`src/rtl/serial_tx.sv`:
```
// Parallel-in, serial-out frame transmitter: start bit, DATA_W data bits LSB first,
// optional even-parity bit, stop bit. One bit per en-qualified clock edge.
module serial_tx #(
   parameter int DATA_W = 8,
   parameter int PARITY = 0
) (
   input  logic              clk,
   input  logic              reset,
   input  logic              en,
   input  logic [DATA_W-1:0] din,
   input  logic              valid,
   output logic              ready,
   output logic              tx,
   output logic              busy,
   output logic              done
);

   localparam int CW = $clog2(DATA_W) + 1;

   localparam logic [2:0] S_IDLE   = 3'd0;
   localparam logic [2:0] S_START  = 3'd1;
   localparam logic [2:0] S_DATA   = 3'd2;
   localparam logic [2:0] S_PARITY = 3'd3;
   localparam logic [2:0] S_STOP   = 3'd4;

   logic [2:0]        state;
   logic [DATA_W-1:0] shreg;
   logic [CW-1:0]     cnt;
   logic              par;

   assign busy = ~ready;

   always_ff @(posedge clk or negedge reset) begin
      if (!reset) begin
         state <= S_IDLE;
         shreg <= '0;
         cnt   <= '0;
         par   <= 1'b0;
         tx    <= 1'b1;
         ready <= 1'b1;
         done  <= 1'b0;
      end else begin
         // done is a single-cycle pulse, cleared on every edge regardless of en
         done <= 1'b0;
         if (en) begin
            case (state)
               S_IDLE: begin
                  if (valid && ready) begin
                     shreg <= din;
                     par   <= ^din;
                     cnt   <= '0;
                     tx    <= 1'b0;
                     ready <= 1'b0;
                     state <= S_START;
                  end
               end
               S_START: begin
                  tx    <= shreg[0];
                  shreg <= shreg >> 1;
                  cnt   <= CW'(1);
                  state <= S_DATA;
               end
               S_DATA: begin
                  // cnt holds the number of data bits already placed on the line
                  if (cnt == CW'(DATA_W)) begin
                     if (PARITY != 0) begin
                        tx    <= par;
                        state <= S_PARITY;
                     end else begin
                        tx    <= 1'b1;
                        state <= S_STOP;
                     end
                  end else begin
                     tx    <= shreg[0];
                     shreg <= shreg >> 1;
                     cnt   <= cnt + CW'(1);
                  end
               end
               S_PARITY: begin
                  tx    <= 1'b1;
                  state <= S_STOP;
               end
               S_STOP: begin
                  tx    <= 1'b1;
                  done  <= 1'b1;
                  ready <= 1'b1;
                  state <= S_IDLE;
               end
               default: begin
                  tx    <= 1'b1;
                  ready <= 1'b1;
                  state <= S_IDLE;
               end
            endcase
         end
      end
   end

endmodule

```
`config.mk`:
```
export PLATFORM = sky130hd
export DESIGN_NAME = serial_tx
export DESIGN_NICKNAME = d
export VERILOG_FILES = /design/src/rtl/serial_tx.sv
export SDC_FILE = /design/constraint.sdc
export NUM_CORES = 1
export LEC_CHECK = 0
export CAP_MARGIN = 10
export CORE_ASPECT_RATIO = 0.8
export CORE_MARGIN = 5
export CORE_UTILIZATION = 50
export CTS_CLUSTER_SIZE = 24
export DETAILED_ROUTE_END_ITERATION = 6
export GPL_TIMING_DRIVEN = 0
export PLACE_DENSITY_LB_ADDON = 0.05
export REMOVE_ABC_BUFFERS = 1
export SYNTH_ARGS = -nofsm -noshare
export SYNTH_HDL_FRONTEND = slang
export SYNTH_SLANG_ARGS = --single-unit
```
`constraint.sdc`:
```
create_clock -name clk -period 3 [get_ports clk]
set_input_delay 0.6 -clock clk [delete_from_list [all_inputs] [get_ports clk]]
set_output_delay 0.6 -clock clk [all_outputs]
set_load 0.005 [all_outputs]
```
==> summary.txt <==
Status
  – Status: completed

Clock tree
  – Max H-tree Level: 1
  – Clock-pin slew on the worst setup and hold paths: 0.10 ns
  – Clk_lat worst skew: 0.30 ns
  – CTS Buffer Depth: 2
  – CTS Sinks: 18
  – Clock root cell: clkbuf_4
  – Number of buffers created by CTS: 3
  – TritonCTS clock tree: done
  – CTS resizes: 0
  – Setup Fix Bufs, Post-CTS: 0
  – Cts hold-fix bufs: 0

GRT
  – Grt peak-use layer: met2
  – Vias in the first global route: 745
  – Global Route met2 Usage: 0.2273
  – GRT Total Usage: 0.1556
  – Met3 GRT Util: 0.06789
  – Global-route wire length before repair: 3.519 mm
  – Remaining Overflow, GRT: 0
  – GR Util met1: 0.2172
  – Largest net degree at the start of global routing: 19
  – Initial antenna violation count: 0

Power
  – P_sw: 0.09074 mW
  – Gate power share: 0.066
  – Pwr per Cell Area: 344.8 nW/um2
  – Share of power burned in registers: 0.606
  – Static Leakage: 0.4900 nW
  – VDD IR max: 0.0002160 V
  – Net Sw Frac: 0.2266
  – Clock Power Share: 0.328
  – Internal power: 0.3096 mW

Critical path
  – Critical Path End Type: register
  – CP Max Fanout: 10
  – CP max stage delay: 0.66 ns
  – Worst setup SP type: primary input
  – CP Cell Sequence: clkdlybuf4s50_1 > and2b_1 > nand3_2 > a21oi_2 > mux2_2
  – Slowest CP cell: clkdlybuf4s50_1
  – Path type of the worst setup path: primary input to register
  – CP Buf/Inv Count: 1
  – WP data required: 3.19 ns
  – CP top delay family: buffers and inverters
  – CP Data Arrival Time: 2.41 ns

Layout
  – Commonest non-fill, non-tap cells in the layout: a21oi_1, dfrtp_1, clkdlybuf4s50_1
  – Layout cells sized above 1: 0.1415
  – Ant diodes: 0
  – Most common cell after layout, fill and taps aside: a21oi_1
  – Fillers: 160
  – Area growth from synthesis to layout: 18.07%
  – Post-Layout Cell Count: 130
  – Util after Layout: 0.6195
  – Nets: 121

Drt
  – Total vias in the final route: 726
  – Initial DRC Count: 9
  – Residual DRC count: 0
  – Final WL: 1.901 mm
  – Drt via density: 5.585
  – Antenna viol nets, final: 0
  – DRT Pass-1 Iters: 4
  – Routed WL per cell: 14.62 um

Flow run
  – Max-cap viol count: 0

Floorplan
  – DIE AREA: 2959 um2
  – Die W: 59.59 um
  – Core Area: 1874 um2
  – Rows: 14
  – Die height: 49.67 um
  – I/O pin count: 16
  – Starting Density: 0.5247

Yosys
  – Seq cells post-synth: 18
  – Syn Inst Count: 91
  – Synth Cell Area: 983.4 um2
  – Seq/Total Area, Yosys: 0.4606
  – Post-synth top area cell: dfrtp_1
  – Synth cell types: 37
  – Top cell type's share of synthesized area: 0.4071
  – Synth top area cells: dfrtp_1, a21oi_1, mux2i_1
  – Avg Synthesized Cell Area: 10.81 um2
  – Ys Warns: 0

STA
  – Slew Viols, Final: 0
  – Rel. slew slack: 0.4604
  – Setup TNS: 0 ns
  – Final min period: 2.218 ns
  – RSZ-0062 raised after global routing: no
  – Hold Vio Cnt, Final: 0
  – Worst Clk Skew: 0.007275 ns
  – Fmax achieved: 0.4508 GHz
  – Period utilization: 0.7394
  – Worst Tran Pin Value: 0.8068 ns
  – Setup Viol. Count Final: 0

Placed design
  – Dpl hpwl: 1.351 mm
  – Gpl congestion: 0.7717
  – I/O Buffers: 15
  – Placed Cells: 126

Min path
  – Hold/Removal Path Class: register to register
==> path summary, 6_finish.rpt <==
kind	start	endpoint	slack, ns	cells past startpoint
max in group asynchronous	reset	state[2]	1.74	1
min in group asynchronous	reset	cnt[1]	0.75	1
hold / removal	shreg[7]	shreg[7]	0.52	1
hold reg to reg	shreg[7]	shreg[7]	0.52	1
setup / recovery	en	shreg[7]	0.78	5
setup reg to reg	cnt[0]	cnt[0]	1.08	6
==> metrics by stage <==
| step | setup slack [ns] | power, mW | hold slack, ns | instance area, um2 |
|---|---|---|---|---|
| 6_report | 0.7819 | 0.4004 | 0.5212 | 1161 |
| 4_1_cts | 0.8225 | 0.4060 | 0.5224 | 1161 |
| 3_5_place_dp | 0.4892 | 0.2744 | 0.4939 | 1135 |
| 3_3_place_gp | 0.4855 | 0.2739 | 0.4904 | 1135 |
| 5_1_grt | 0.7175 | 0.4247 | 0.5546 | 1161 |
| 2_1_floorplan | 1.326 | 0.2525 | 0.3044 | 954.7 |
==> logic make-up after synthesis <==
group                    synth area share
AO/OA/AOI/OAI                      0.2265
adder cells (fa/ha/maj)           0.02544
AND/OR/NAND/NOR                    0.1412
buffers and inverters             0.04453
XOR/XNOR                         0.008907
flip-flops                         0.4606
multiplexers                      0.09288
==> cells in the mapped netlist, drive strengths merged <==
cell type,n
a211oi,2
buf,4
nand3,4
xnor2,1
o2bb2ai,1
a2111o,1
nand2,4
nor3,1
nor3b,1
mux2i,8
nand2b,2
o21a,1
a221oi,1
ha,2
a21oi,18
a22o,3
a211o,1
dfstp,2
and3,1
and2b,1
or2,1
inv,4
and3b,1
dfrtp,16
a31oi,1
o21bai,1
nor2,4
nor2b,2
a32o,1
mux2,1
==> per-layer routing <==
metal | share of wire | vias to the layer above | wire (um)
met5 | 0 | - | 0
met4 | 0.0053 | 0 | 10
met3 | 0.064 | 3 | 122
met2 | 0.44 | 15 | 840
met1 | 0.49 | 348 | 928
li1 | - | 360 | -
==> flip-flops by register name, summed over array words and instances, names as in the netlist <==
signal and flops:
shreg 8, cnt 4, state 3, done 1, ready 1, tx 1
==> area by class of cell <==
class / count / area, um2 / area share
multi-input cells: 65 / 486.7 / 0.4192
repair buffers: 15 / 150.1 / 0.1293
clock buffers: 4 / 26.28 / 0.02263
inverters: 4 / 15.01 / 0.01293
flip-flops and latches: 18 / 452.9 / 0.3901
well taps: 24 / 30.03 / 0.02586
==> power groups by stage <==
stage	clock network, mW	logic, mW	registers (mW)
2_1_floorplan	0	0.00519	0.247
3_3_place_gp	0	0.0266	0.247
3_5_place_dp	0	0.0272	0.247
4_1_cts	0.136	0.0272	0.243
5_1_grt	0.152	0.0297	0.243
6_report	0.131	0.0265	0.243
(Power assumes the default switching activity.)
